`src/rtl/ras_sequencer_if.sv`:
```
`default_nettype none
// ============================================================================
// Module   : ras_sequencer_if
// Purpose  : Bundles the decode-offer handshake, branch-resolve inputs, the
//            registered return-address-stack command outputs and the status
//            outputs of ras_sequencer.
// Ports    : master = instruction/resolve source (drives in_*, resolve_*)
//            slave  = ras_sequencer (drives in_ready, ras_*, status, errors)
// Revision : 1.0 - initial release
// ============================================================================
interface ras_sequencer_if #(
   parameter int XLEN       = 32,
   parameter int STACK_SIZE = 16
);
   localparam int OCC_W = $clog2(STACK_SIZE) + 1;

   // Offer handshake
   logic             in_valid;
   logic             in_ready;
   logic             in_jump;
   logic             in_jump_type;
   logic             in_branch;
   logic [4:0]       in_rs1;
   logic [4:0]       in_rd;
   logic [XLEN-1:0]  in_return_addr;
   // Branch resolution
   logic             resolve_valid;
   logic             resolve_mispredict;
   // Registered stack commands
   logic             ras_push;
   logic             ras_pop;
   logic             ras_checkpoint;
   logic             ras_restore;
   logic [XLEN-1:0]  ras_address;
   // Status and sticky errors
   logic [1:0]       state;
   logic [OCC_W-1:0] occupancy;
   logic [7:0]       spec_jump_count;
   logic             overflow;
   logic             underflow;
   logic             protocol_error;

   modport master (
      output in_valid, in_jump, in_jump_type, in_branch, in_rs1, in_rd,
             in_return_addr, resolve_valid, resolve_mispredict,
      input  in_ready, ras_push, ras_pop, ras_checkpoint, ras_restore,
             ras_address, state, occupancy, spec_jump_count, overflow,
             underflow, protocol_error
   );

   modport slave (
      input  in_valid, in_jump, in_jump_type, in_branch, in_rs1, in_rd,
             in_return_addr, resolve_valid, resolve_mispredict,
      output in_ready, ras_push, ras_pop, ras_checkpoint, ras_restore,
             ras_address, state, occupancy, spec_jump_count, overflow,
             underflow, protocol_error
   );
endinterface
`default_nettype wire

```
`src/rtl/ras_sequencer.sv`:
```
`default_nettype none
// ============================================================================
// Module   : ras_sequencer
// Purpose  : Turns decoded JAL/JALR/branch offers into registered push/pop/
//            checkpoint/restore commands for a return address stack, tracks
//            stack depth, and restores that depth after a mispredicted branch.
// Ports    : clk   - clock, all state updates on rising edge
//            reset - synchronous active-high reset
//            bus   - ras_sequencer_if.slave (offer, resolve, commands, status)
// Revision : 1.0 - initial release
// ============================================================================
module ras_sequencer #(
   parameter int XLEN       = 32,
   parameter int STACK_SIZE = 16
) (
   input  wire logic        clk,
   input  wire logic        reset,
   ras_sequencer_if.slave   bus
);
   localparam int               OCC_W   = $clog2(STACK_SIZE) + 1;
   localparam logic [OCC_W-1:0] OCC_MAX = OCC_W'(STACK_SIZE);
   localparam logic [OCC_W-1:0] OCC_ONE = OCC_W'(1);

   typedef enum logic [1:0] {
      ST_IDLE    = 2'd0,
      ST_SPEC    = 2'd1,
      ST_RECOVER = 2'd2
   } state_t;

   state_t            state_q, state_d;
   logic [OCC_W-1:0]  occ_q, occ_d;
   logic [OCC_W-1:0]  saved_occ_q, saved_occ_d;
   logic [7:0]        jcnt_q, jcnt_d;
   logic              push_q, push_d;
   logic              pop_q, pop_d;
   logic              ckpt_q, ckpt_d;
   logic              restore_q, restore_d;
   logic [XLEN-1:0]   addr_q, addr_d;
   logic              ovf_q, ovf_d;
   logic              unf_q, unf_d;
   logic              perr_q, perr_d;

   logic in_ready;
   logic accept;
   logic rd_link, rs1_link;
   logic hint_push, hint_pop;
   logic take_jump;

   // x1/x5 are the link registers. A JALR that reads one link register and
   // writes the other is a return immediately followed by a call, so it both
   // pops and pushes; reading and writing the same link register is a call.
   assign rd_link   = (bus.in_rd  == 5'd1) || (bus.in_rd  == 5'd5);
   assign rs1_link  = (bus.in_rs1 == 5'd1) || (bus.in_rs1 == 5'd5);
   assign hint_push = bus.in_jump && rd_link;
   assign hint_pop  = bus.in_jump && bus.in_jump_type && rs1_link &&
                      (!rd_link || (bus.in_rd != bus.in_rs1));

   // A new branch cannot be speculated on top of a live checkpoint, and no
   // offer is taken in the cycle the checkpoint is resolved.
   always_comb begin
      in_ready = 1'b0;
      unique case (state_q)
         ST_IDLE:    in_ready = 1'b1;
         ST_SPEC:    in_ready = !bus.in_branch && !bus.resolve_valid;
         default:    in_ready = 1'b0;
      endcase
   end

   assign accept = bus.in_valid && in_ready;

   always_comb begin
      state_d     = state_q;
      occ_d       = occ_q;
      saved_occ_d = saved_occ_q;
      jcnt_d      = jcnt_q;
      push_d      = 1'b0;
      pop_d       = 1'b0;
      ckpt_d      = 1'b0;
      restore_d   = 1'b0;
      addr_d      = '0;
      ovf_d       = ovf_q;
      unf_d       = unf_q;
      perr_d      = perr_q;
      take_jump   = 1'b0;

      unique case (state_q)
         ST_IDLE: begin
            if (bus.resolve_valid) perr_d = 1'b1;
            if (accept) begin
               if (bus.in_branch) begin
                  // Branch wins over a simultaneous jump flag.
                  ckpt_d      = 1'b1;
                  state_d     = ST_SPEC;
                  saved_occ_d = occ_q;
                  jcnt_d      = '0;
                  if (bus.in_jump) perr_d = 1'b1;
               end else if (bus.in_jump) begin
                  take_jump = 1'b1;
               end
            end
         end
         ST_SPEC: begin
            if (bus.resolve_valid) begin
               if (bus.resolve_mispredict) begin
                  // Restore pulse is registered so it is visible for the
                  // single RECOVER cycle, alongside the rolled-back depth.
                  state_d   = ST_RECOVER;
                  restore_d = 1'b1;
                  occ_d     = saved_occ_q;
               end else begin
                  state_d = ST_IDLE;
               end
            end else if (accept && bus.in_jump) begin
               take_jump = 1'b1;
               if (jcnt_q != 8'hFF) jcnt_d = jcnt_q + 8'd1;
            end
         end
         ST_RECOVER: begin
            state_d = ST_IDLE;
            if (bus.resolve_valid) perr_d = 1'b1;
         end
         default: state_d = ST_IDLE;
      endcase

      if (take_jump) begin
         push_d = hint_push;
         pop_d  = hint_pop;
         addr_d = hint_push ? bus.in_return_addr : '0;
         // Commands are always issued; only the tracked depth saturates.
         if (hint_push && !hint_pop) begin
            if (occ_q == OCC_MAX) ovf_d = 1'b1;
            else                  occ_d = occ_q + OCC_ONE;
         end else if (hint_pop) begin
            if (occ_q == '0)      unf_d = 1'b1;
            else if (!hint_push)  occ_d = occ_q - OCC_ONE;
         end
      end
   end

   always_ff @(posedge clk) begin
      if (reset) begin
         state_q     <= ST_IDLE;
         occ_q       <= '0;
         saved_occ_q <= '0;
         jcnt_q      <= '0;
         push_q      <= 1'b0;
         pop_q       <= 1'b0;
         ckpt_q      <= 1'b0;
         restore_q   <= 1'b0;
         addr_q      <= '0;
         ovf_q       <= 1'b0;
         unf_q       <= 1'b0;
         perr_q      <= 1'b0;
      end else begin
         state_q     <= state_d;
         occ_q       <= occ_d;
         saved_occ_q <= saved_occ_d;
         jcnt_q      <= jcnt_d;
         push_q      <= push_d;
         pop_q       <= pop_d;
         ckpt_q      <= ckpt_d;
         restore_q   <= restore_d;
         addr_q      <= addr_d;
         ovf_q       <= ovf_d;
         unf_q       <= unf_d;
         perr_q      <= perr_d;
      end
   end

   assign bus.in_ready        = in_ready;
   assign bus.ras_push        = push_q;
   assign bus.ras_pop         = pop_q;
   assign bus.ras_checkpoint  = ckpt_q;
   assign bus.ras_restore     = restore_q;
   assign bus.ras_address     = addr_q;
   assign bus.state           = state_q;
   assign bus.occupancy       = occ_q;
   assign bus.spec_jump_count = jcnt_q;
   assign bus.overflow        = ovf_q;
   assign bus.underflow       = unf_q;
   assign bus.protocol_error  = perr_q;
endmodule
`default_nettype wire

```
`src/flat_wrapper.sv`:
```
// flat-port wrapper written by rule: the top's interface ports become plain ports
module ras_sequencer_flat 
#(
   parameter int XLEN       = 32,
   parameter int STACK_SIZE = 16
)
  (clk, reset, bus_in_valid, bus_in_jump, bus_in_jump_type, bus_in_branch, bus_in_rs1, bus_in_rd, bus_in_return_addr, bus_resolve_valid, bus_resolve_mispredict, bus_in_ready, bus_ras_push, bus_ras_pop, bus_ras_checkpoint, bus_ras_restore, bus_ras_address, bus_state, bus_occupancy, bus_spec_jump_count, bus_overflow, bus_underflow, bus_protocol_error);
  ras_sequencer_if #(.XLEN(XLEN), .STACK_SIZE(STACK_SIZE)) bus_i ();
  input  wire logic clk;
  input  wire logic reset;
  input wire logic [$bits(bus_i.in_valid)-1:0] bus_in_valid;
  input wire logic [$bits(bus_i.in_jump)-1:0] bus_in_jump;
  input wire logic [$bits(bus_i.in_jump_type)-1:0] bus_in_jump_type;
  input wire logic [$bits(bus_i.in_branch)-1:0] bus_in_branch;
  input wire logic [$bits(bus_i.in_rs1)-1:0] bus_in_rs1;
  input wire logic [$bits(bus_i.in_rd)-1:0] bus_in_rd;
  input wire logic [$bits(bus_i.in_return_addr)-1:0] bus_in_return_addr;
  input wire logic [$bits(bus_i.resolve_valid)-1:0] bus_resolve_valid;
  input wire logic [$bits(bus_i.resolve_mispredict)-1:0] bus_resolve_mispredict;
  output wire logic [$bits(bus_i.in_ready)-1:0] bus_in_ready;
  output wire logic [$bits(bus_i.ras_push)-1:0] bus_ras_push;
  output wire logic [$bits(bus_i.ras_pop)-1:0] bus_ras_pop;
  output wire logic [$bits(bus_i.ras_checkpoint)-1:0] bus_ras_checkpoint;
  output wire logic [$bits(bus_i.ras_restore)-1:0] bus_ras_restore;
  output wire logic [$bits(bus_i.ras_address)-1:0] bus_ras_address;
  output wire logic [$bits(bus_i.state)-1:0] bus_state;
  output wire logic [$bits(bus_i.occupancy)-1:0] bus_occupancy;
  output wire logic [$bits(bus_i.spec_jump_count)-1:0] bus_spec_jump_count;
  output wire logic [$bits(bus_i.overflow)-1:0] bus_overflow;
  output wire logic [$bits(bus_i.underflow)-1:0] bus_underflow;
  output wire logic [$bits(bus_i.protocol_error)-1:0] bus_protocol_error;
  assign bus_i.in_valid = bus_in_valid;
  assign bus_i.in_jump = bus_in_jump;
  assign bus_i.in_jump_type = bus_in_jump_type;
  assign bus_i.in_branch = bus_in_branch;
  assign bus_i.in_rs1 = bus_in_rs1;
  assign bus_i.in_rd = bus_in_rd;
  assign bus_i.in_return_addr = bus_in_return_addr;
  assign bus_i.resolve_valid = bus_resolve_valid;
  assign bus_i.resolve_mispredict = bus_resolve_mispredict;
  assign bus_in_ready = bus_i.in_ready;
  assign bus_ras_push = bus_i.ras_push;
  assign bus_ras_pop = bus_i.ras_pop;
  assign bus_ras_checkpoint = bus_i.ras_checkpoint;
  assign bus_ras_restore = bus_i.ras_restore;
  assign bus_ras_address = bus_i.ras_address;
  assign bus_state = bus_i.state;
  assign bus_occupancy = bus_i.occupancy;
  assign bus_spec_jump_count = bus_i.spec_jump_count;
  assign bus_overflow = bus_i.overflow;
  assign bus_underflow = bus_i.underflow;
  assign bus_protocol_error = bus_i.protocol_error;
  ras_sequencer #(.XLEN(XLEN), .STACK_SIZE(STACK_SIZE)) u_core (.clk(clk), .reset(reset), .bus(bus_i));
endmodule
```
`config.mk`:
```
export PLATFORM = sky130hd
export DESIGN_NAME = ras_sequencer_flat
export DESIGN_NICKNAME = d
export VERILOG_FILES = /design/src/rtl/ras_sequencer_if.sv /design/src/rtl/ras_sequencer.sv /design/src/flat_wrapper.sv
export SDC_FILE = /design/constraint.sdc
export NUM_CORES = 1
export LEC_CHECK = 0
export BUFFER_PORTS_ARGS = -buffer_cell sky130_fd_sc_hd__buf_4
export CAP_MARGIN = 15
export CORE_UTILIZATION = 50
export DETAILED_ROUTE_END_ITERATION = 12
export GPL_ROUTABILITY_DRIVEN = 0
export PLACE_DENSITY = 0.82
export SYNTH_ARGS = -nofsm -noshare
export SYNTH_HDL_FRONTEND = slang
export SYNTH_SLANG_ARGS = --single-unit
```
`constraint.sdc`:
```
create_clock -name clk -period 3.25 [get_ports clk]
set_input_delay 0.975 -clock clk [delete_from_list [all_inputs] [get_ports clk]]
set_output_delay 0.975 -clock clk [all_outputs]
set_load 0.01 [all_outputs]
```
==> Word-level counts from Yosys, hierarchy flattened <==
Cells that the tools add are included.
{ "word_totals": {"regBits": 59, "latch_bits": 0, "ram_bits": 0, "romBits": 0, "input_bits": 50, "out_inout_bits": 55, "n_memories": 0} }
{ "op_classes": {"add_sub_neg": 3, "n_mul": 0, "div_mod_pow": 0, "magnitude_cmp": 0, "eq_ne": 15, "n_shift": 0, "muxes": 34, "bitwise": 7, "n_reduce_logical": 28} }
{ "op_table": {"columns": ["cell", "n"], "rows": [
  ["two-way mux 5 bit", 9],
  ["two-way mux 8 bit", 5],
  ["case mux 8 bit (2 select lines)", 1],
  ["two-way mux 1 bit", 11],
  ["== test 5 x 1 -> 1 bit (second input constant)", 2],
  ["== test 5 x 3 -> 1 bit (second input constant)", 2],
  ["AND reduction 3 bit", 3],
  ["OR reduction 3 bit", 3],
  ["adder 8 x 1 -> 8 bit (second input constant)", 1],
  ["logical AND 1 bit", 8],
  ["two-way mux 2 bit", 4],
  ["!= test 8 bit (second input constant)", 1],
  ["inverter 1 bit", 7],
  ["!= test 2 x 1 -> 1 bit (second input constant)", 3],
  ["!= test 2 bit (second input constant)", 3],
  ["case mux 1 bit (2 select lines)", 3],
  ["AND reduction 6 bit", 1],
  ["adder 5 x 1 -> 5 bit (second input constant)", 1],
  ["== test 5 bit (second input constant)", 1],
  ["logical NOT 5 bit", 1],
  ["!= test 5 bit", 1],
  ["subtractor 5 x 1 -> 5 bit (second input constant)", 1],
  ["logical NOT 1 bit", 4],
  ["case mux 2 bit (2 select lines)", 1],
  ["other kinds (7)", 10]
]} }

==> Logic depth before layout (Yosys ltp) <==
Gate-level depths: netlist (run 1).
{ "depth": {"word_depth": 10, "ltp_mapped": 8, "depth_no_buf": 8} }

==> Worst setup path after synthesis (run 1) <==
Ideal clock, no wire load.
{ "synth_timing": {"path_kind": "input -> register", "start": "in bus_in_rd[4]", "end": "reg u_core.occ_q[4] (netlist: u_core.bus.occupancy[4])", "arrival_time_ps": 2334, "required_time_ps": 3122, "slack_ps": 788, "stages": 5, "n_path_buf": 0, "cell_sequence": "or4b_1 o21ai_1 mux2_2 a32oi_1 o22ai_1"} }
{ "synth_via": {"elab_chain_len": 9, "word_cells_on_any_way": 15} }
{ "synth_rtl": {"columns": ["element", "line_no", "rtl"], "rows": [
  ["from (decl)", "flat_wrapper.sv:16", "input wire logic [$bits(bus_i.in_rd)-1:0] bus_in_rd;"],
  ["branches (longest 7 deep; another with == test 5 x 1 -> 1 bit)", null, null],
  ["two-way mux 5 bit (*)", "ras_sequencer.sv:130", "if (hint_push && !hint_pop) begin"],
  ["two-way mux 5 bit (*)", "ras_sequencer.sv:125", "if (take_jump) begin"],
  ["to (signal assigned)", "ras_sequencer.sv:143", "occ_q <= '0;"],
  ["to (signal assigned)", "ras_sequencer.sv:156", "occ_q <= occ_d;"],
  ["to (decl)", "ras_sequencer.sv:31", "logic [OCC_W-1:0] occ_q, occ_d;"]
]} }
Every way passes the cells marked *.
A chain may end at the register's enable or synchronous reset.

==> Worst setup path in the final report (run 1) <==
{ "layout_timing": {"start": "in bus_resolve_valid", "end": "out bus_in_ready"} }
{ "layout_via": {"elab_chain_len": 3} }
{ "layout_rtl": {"columns": ["element", "line_no", "rtl"], "rows": [
  ["from (decl)", "flat_wrapper.sv:18", "input wire logic [$bits(bus_i.resolve_valid)-1:0] bus_resolve_valid;"],
  ["logical NOT 1 bit", "ras_sequencer.sv:64", "ST_SPEC: in_ready = !bus.in_branch && !bus.resolve_valid;"],
  ["logical AND 1 bit", "ras_sequencer.sv:64", null],
  ["case mux 1 bit (2 select lines)", "ras_sequencer.sv:62", "unique case (state_q)"],
  ["to (decl)", "flat_wrapper.sv:20", "output wire logic [$bits(bus_i.in_ready)-1:0] bus_in_ready;"]
]} }
No other way between the ends.

==> impl_metrics.json, run 1 <==
{
  "run_status": "finished, final reports clean",
  "cts_tree": "done",
  "cts_setup_buffers": 0,
  "placement.io_buffers": 104,
  "first_iter_violations": 136,
  "cp.required_ns": 2.27,
  "grt_pass1_vias": 1950,
  "nNetsFinal": 395,
  "synth_top_cell_area_share_pct": 50.97,
  "drt.antenna.violating_nets": 0,
  "yosys-top-cells-count": "dfxtp_1 (59), and2_1 (33), nor2_1 (27), mux2i_1 (10), nor3_1 (9)",
  "critPathKind": "input port to output port",
  "placed_area_um2": 3128,
  "drt_first_pass_iters": 4,
  "clock-root-buffer": "clkbuf_8",
  "synth_seq_cells": 59,
  "power_density_nw_per_um2": 473.6,
  "grt_pass1_wl_mm": 8.666,
  "die_w_um": 70.08,
  "clockBufferDepth": 2,
  "period_share_pct": 75.39,
  "overflow": 0,
  "synth.distinct_cells": 54,
  "viasPerCell": 5.221,
  "std_cell_rows": 24,
  "crit_start": "bus_resolve_valid",
  "final_max_slew_viol_count": 0,
  "ys_warn_count": 0,
  "setup_viol": 0,
  "drt-wirelength-per-cell_um": 13.61,
  "dieArea_um2": 4911,
  "dpl_worst_slack_ns": 0.5598,
  "clk_pin_slew_ns": 0.06,
  "die_h_um": 70.08,
  "ios": 105,
  "final_cells": 399,
  "syn_area_um2": 2317,
  "arrival_ns": 1.48,
  "hp-class": "flip-flop to flip-flop",
  "fin_crit_ns": 2.450,
  "clock-sinks": 59,
  "post-route-drc-count": 0,
  "ys_seq_area_share_pct": 50.97,
  "rrSetupSlack_ns": 1.03,
  "endpoint_kind": "output port",
  "cts_hold_buf": 0,
  "antenna_found_initial": 0,
  "initial_core_util_pct": 52.49,
  "areaGrowthSynthToFinish_pct": 44.82,
  "synth-edff-count": 0,
  "h-tree-depth": 3,
  "max_cap_violations": 0,
  "worst_setup_path_start_kind": "input port",
  "grt_setup_unrepaired": "false",
  "n_antenna_cell": 0,
  "wirelength_mm": 5.432,
  "power_mw": 1.589,
  "layout-drive-gt1-share_pct": 37.75,
  "yosys_most_used_dff": "dfxtp_1",
  "avgSynthCellArea_um2": 9.861,
  "cp_max_fo": 6,
  "grt_max_degree": 34,
  "final.setup.tns_ns": 0,
  "critical_path.endpoint": "bus_in_ready",
  "vias": 2083,
  "worst_slack_ns": 0.7998,
  "timing.rr.end": "u_core.bus.occupancy[2]$_SDFF_PP0_",
  "grt.total_usage_pct": 22.68,
  "p_leak_nw": 1.529,
  "irDropWorstVdd_uv": 282.3,
  "design_area_um2": 3356,
  "dp.cells": 383,
  "ys_async_sr_fraction_pct": 0,
  "final-hold-violation-count": 0,
  "syn-instance-count": 235,
  "syn_nets": 288,
  "core-area_um2": 4414,
  "synth.most_common_cell": "dfxtp_1",
  "reg2regPathDepth": 8,
  "yosys.area.top_type": "dfxtp_1",
  "worstMarginPinSlew_ns": 0.3921,
  "finalClockSkew_ns": 0.003317,
  "hpwl_mm": 3.957,
  "synth_area_leaders": "dfxtp_1 (51%), and2_1 (8.9%), nor2_1 (4.4%), mux2i_1 (4.3%), xnor2_1 (2.3%)",
  "r2r-start": "u_core.bus.occupancy[0]$_SDFF_PP0_",
  "clk_latency_ns": 0.33,
  "fmax_mhz": 408.1,
  "slew_headroom_pct": 73.79,
  "cts_resized": 0,
  "cts_buffers": 9
}
[through the flow]
step	util (%)	hold slack [ns]
2_1_floorplan	-	0.4596
3_3_place_gp	70.86	0.4545
3_5_place_dp	70.86	0.4575
4_1_cts	76.02	0.4768
5_1_grt	76.02	0.4991
6_report	76.02	0.4740
[flip-flops by register name (all words and copies together), names as in the netlist]
| signal | cells |
|---|---|
| u_core.bus.overflow | 1 |
| u_core.saved_occ_q | 5 |
| u_core.bus.ras_restore | 1 |
| u_core.bus.state | 2 |
| u_core.bus.underflow | 1 |
| u_core.bus.ras_push | 1 |
| u_core.bus.ras_pop | 1 |
| u_core.bus.protocol_error | 1 |
| u_core.bus.ras_checkpoint | 1 |
| u_core.bus.spec_jump_count | 8 |
| u_core.bus.ras_address | 32 |
| u_core.bus.occupancy | 5 |
[cells by family (layout without fill, tap and decap cells)]
| group | after synthesis | in the layout | share of synthesized area, % |
|---|---|---|---|
| compound gates | 32 | 32 | 10.48 |
| flops | 59 | 59 | 50.97 |
| xor+xnor | 8 | 8 | 3.024 |
| simple gates | 107 | 107 | 26.30 |
| mux | 11 | 11 | 4.806 |
| fa+ha+maj | 3 | 3 | 1.620 |
| buf+inv | 15 | 127 | 2.808 |
[worst max-delay path, stage by stage]
cell and delay, ns:
buf_4 0.13, nor2_1 0.10, nor2_1 0.06, nor2_1 0.08
buf_4 0.12
[where the power goes]
| group | internal [mW] | switching, mW | total [mW] |
|---|---|---|---|
| logic | 0.0602 | 0.0456 | 0.106 |
| registers | 0.727 | 0.00310 | 0.730 |
| clock network | 0.472 | 0.281 | 0.753 |
[metal layers]
layer | part of all wire, % | vias up | routed length (um) | track usage (%)
met1 | 41 | 934 | 2218 | 25.14
met2 | 46 | 102 | 2522 | 36.43
met5 | 0 | - | 0 | 0
met3 | 11 | 11 | 571 | 10.10
li1 | - | 1036 | - | -
met4 | 2.2 | 0 | 118 | 12.00
[area by class of cell]
type                       instances  area (um^2)
inverter                           6        22.52
fill                             317         1059
clock inverter                     4        72.57
sequential                        59         1181
timing repair buffer             105        788.3
multi-input combinational        161         1071
clock buffer                      12        155.1
tap                               52        65.06
[worst min path at each step]
stage	startpoint	to	slack (ns)	depth (start not counted)
after floorplan	u_core.saved_occ_q[0]$_SDFFE_PP0P_	u_core.saved_occ_q[0]$_SDFFE_PP0P_	0.46	2
final	u_core.bus.underflow$_SDFFE_PP0P_	u_core.bus.underflow$_SDFFE_PP0P_	0.47	2
after detailed placement	u_core.bus.overflow$_SDFFE_PP0P_	u_core.bus.overflow$_SDFFE_PP0P_	0.46	2
after global placement	u_core.bus.overflow$_SDFFE_PP0P_	u_core.bus.overflow$_SDFFE_PP0P_	0.45	2
after CTS	u_core.bus.underflow$_SDFFE_PP0P_	u_core.bus.underflow$_SDFFE_PP0P_	0.48	2
after global routing	u_core.bus.overflow$_SDFFE_PP0P_	u_core.bus.overflow$_SDFFE_PP0P_	0.50	2
[cells in the final DEF, fill, tap and decap left out, drive strengths merged, types with 6 or more instances in the layout]
cell type    n
dfxtp       59
and2        33
inv          6
mux2i       10
o21ai        6
nand3        6
clkbuf      12
nor2        29
xnor2        6
buf        105
nor3        10
No activity file was read; power rests on OpenSTA's default activity.
==> run 2: changes to the inputs <==
ABC_AREA = 1   (was not set)
CORE_UTILIZATION = 44   (was 50)
PLACE_DENSITY = 0.74   (was 0.82)
clock period = 2.1 ns   (was 3.25 ns; I/O delays follow)
==> run 2 against run 1 <==
Sequential share of layout area down 3.8 points. Highest routed layer unchanged. Combinational power up 110%. Critical path type unchanged. Sequential power up 56%. Synthesized cell count up 38%. Clock-buffer cell count down 1. Final cell count up 30%. Critical path depth unchanged. Power up 38%. Largest cell class is now multi-input gates. Clock power up 8.9%. First-iteration DRC count down 8.1%. Die area up 33%.
==> impl_metrics.json, run 2 <==
{
  "max_cap_violations": 0,
  "areaGrowthSynthToFinish_pct": 37.90,
  "worst_setup_path_start_kind": "input port",
  "synth_area_leaders": "dfxtp_1 (43%), nor2_4 (13%), inv_1 (8.3%), nand2_1 (6.9%), nand3_1 (4.4%)",
  "clock-sinks": 59,
  "die_h_um": 80.68,
  "power.switching_uw": 538.0,
  "irDropWorstVdd_uv": 349.4,
  "p_int_mw": 1.650,
  "cts_buffers": 9,
  "p_leak_nw": 1.846,
  "antenna_found_initial": 0,
  "ys_async_sr_fraction_pct": 0,
  "final-hold-violation-count": 0,
  "cp_max_fo": 4,
  "timing.rr.end": "u_core.bus.occupancy[4]$_SDFF_PP0_",
  "h-tree-depth": 3,
  "drt_first_pass_iters": 4,
  "seqPwrFrac_pct": 52.1,
  "final_max_slew_viol_count": 0,
  "ys_warn_count": 0,
  "synth-edff-count": 0,
  "largest_register_ffs": 32,
  "slowest_stage": "buf_4",
  "multi_input_area_um2": 1222,
  "grt_pass1_wl_mm": 9.563,
  "p_comb_share_pct": 10.4,
  "grt_setup_unrepaired": "false",
  "cp.required_ns": 1.47,
  "max_stage_delay_ns": 0.13,
  "post-route-drc-count": 0,
  "n_antenna_cell": 0,
  "worstMarginPinSlew_ns": 0.4202,
  "grt_max_degree": 16,
  "path_cells": "buf_4, inv_1, nand3_2, nand2_4, buf_4",
  "yosys-top-cells-count": "inv_1 (60), dfxtp_1 (59), nand2_1 (50), nor2_4 (31), nor2_1 (25)",
  "whs_path_depth": 2,
  "layout-drive-gt1-share_pct": 38.91,
  "dp.cells": 503,
  "ys_seq_area_share_pct": 43.36,
  "syn_nets": 378,
  "drt-wirelength-per-cell_um": 11.29,
  "cts_setup_buffers": 0,
  "power_frac_clock_pct": 37.5,
  "clock-root-buffer": "clkbuf_8",
  "finalClockSkew_ns": 0.009464,
  "slew_headroom_pct": 71.91,
  "period_share_pct": 85.59,
  "routed-wl-met3_um": 575,
  "synth.distinct_cells": 30,
  "reg2regPathDepth": 12,
  "overflow": 0,
  "core-area_um2": 5956,
  "final.setup.tns_ns": 0,
  "run_status": "finished, final reports clean",
  "fmax_mhz": 556.4,
  "synth_seq_cells": 59,
  "n_fill_cell": 539,
  "rrSetupSlack_ns": 0.35,
  "cts_tree": "done",
  "endpoint_kind": "output port",
  "ios": 105,
  "layout_common_cells": "buf_4 (108), inv_1 (60), dfxtp_1 (59)",
  "hold_start": "u_core.saved_occ_q[0]$_SDFFE_PP0P_",
  "dr.max_layer_used": "met4",
  "hp-class": "flip-flop to flip-flop",
  "min_to": "u_core.saved_occ_q[0]$_SDFFE_PP0P_",
  "cts_resized": 0,
  "clk_latency_ns": 0.32,
  "yosys_most_used_dff": "dfxtp_1",
  "arrival_ns": 1.17,
  "grt.total_usage_pct": 19.52,
  "clockBufferDepth": 2,
  "final_cells": 517,
  "regArea_um2": 1181,
  "wl_met2_mm": 2.818,
  "setup_viol": 0,
  "worst-path-buf-inv": 3,
  "synth_top_cell_area_share_pct": 43.36,
  "drt.antenna.violating_nets": 0,
  "first_iter_violations": 125,
  "power_mw": 2.188,
  "avgSynthCellArea_um2": 8.381,
  "placement.io_buffers": 104,
  "clk_pin_slew_ns": 0.07,
  "vias": 2360,
  "yosys.area.top_type": "dfxtp_1",
  "final_core_util_pct": 63.07,
  "layout_commonest_cell": "buf_4",
  "cts_hold_buf": 0,
  "syn-instance-count": 325,
  "synth.most_common_cell": "inv_1",
  "nNetsFinal": 492,
  "power_density_nw_per_um2": 582.5,
  "r2r-start": "u_core.bus.occupancy[0]$_SDFF_PP0_",
  "die_w_um": 80.68,
  "fin_crit_ns": 1.797,
  "initial_core_util_pct": 45.74,
  "critPathTopFamily": "buffers and inverters",
  "syn_area_um2": 2724,
  "viasPerCell": 4.565,
  "critPathKind": "input port to output port",
  "grt_pass1_vias": 2171,
  "dieArea_um2": 6509,
  "std_cell_rows": 28,
  "m1WireLength_mm": 2.401,
  "p_sw_share_pct": 24.59,
  "hpwl_mm": 4.474,
  "wirelength_mm": 5.835,
  "cpMostUsedCell": "buf_4"
}
## run 2: changes by cell type after synthesis, sizes merged, moves of 4 or more
cell | before | now
a21oi | 5 | 16
and2 | 33 | 0
and3 | 4 | 0
inv | 6 | 63
mux2i | 10 | 0
nand2 | 5 | 58
nand3 | 6 | 27
nor2 | 29 | 58
nor3 | 10 | 4
o21ai | 6 | 12
xor2 | 2 | 6
## run 2: kinds of logic after synthesis
kind of cell	Yosys count	synth area share (%)
adder cells (fa/ha/maj)	3	1.378
buffers and inverters	71	11.76
AND/OR/NAND/NOR	150	33.72
AO/OA/AOI/OAI	33	6.890
XOR/XNOR	9	2.894
flip-flops	59	43.36
## run 2: area by class of cell
class	count	share of cell area (%)
Multi-Input combinational cell	195	32.54
Sequential cell	59	31.45
Timing Repair Buffer	111	23.18
Inverter	63	6.362
Clock buffer	11	3.498
Tap cell	75	2.498
Clock inverter	3	0.4664
## run 2: power groups by stage
stage	clock network [mW]	registers [mW]	logic, mW
final	0.820	1.14	0.227
after global routing	0.907	1.14	0.251
after global placement	0	1.16	0.222
after floorplan	0	1.17	0.113
after detailed placement	0	1.17	0.228
after CTS	0.848	1.14	0.228
## run 2: worst max-delay path by stage
stage	startpoint	to	slack, ns	cells past startpoint
2_1_floorplan	bus_in_rd[1]	u_core.bus.occupancy[1]$_SDFF_PP0_	0.35	9
3_3_place_gp	bus_in_rd[1]	u_core.bus.occupancy[4]$_SDFF_PP0_	0.13	10
3_5_place_dp	bus_in_rd[3]	u_core.bus.occupancy[0]$_SDFF_PP0_	0.06	10
4_1_cts	bus_in_branch	bus_in_ready	0.30	5
5_1_grt	u_core.bus.spec_jump_count[0]$_SDFFE_PP0P_	u_core.bus.spec_jump_count[6]$_SDFFE_PP0P_	0.17	11
6_report	bus_in_branch	bus_in_ready	0.30	5
## run 2: tightest hold or removal path, cell delays in order (launching register included)
cell     delay [ns]
dfxtp_1        0.30
inv_1          0.06
a21oi_1        0.05
## run 2: metrics by stage
stage                     setup WS [ns]  hold slack (ns)  area [um^2]
after floorplan                  0.3462           0.4240         2724
after global placement           0.1328           0.4381         3607
after detailed placement        0.06347           0.4449         3607
after CTS                        0.2969           0.4549         3756
after global routing             0.1722           0.4733         3756
final                            0.3026           0.4557         3756
## run 2: routing by layer
metal | up-vias | global-route usage [%]
met5 | - | 0
met4 | 0 | 7.500
met3 | 2 | 9.205
met2 | 88 | 31.95
met1 | 1057 | 21.81
li1 | 1213 | -
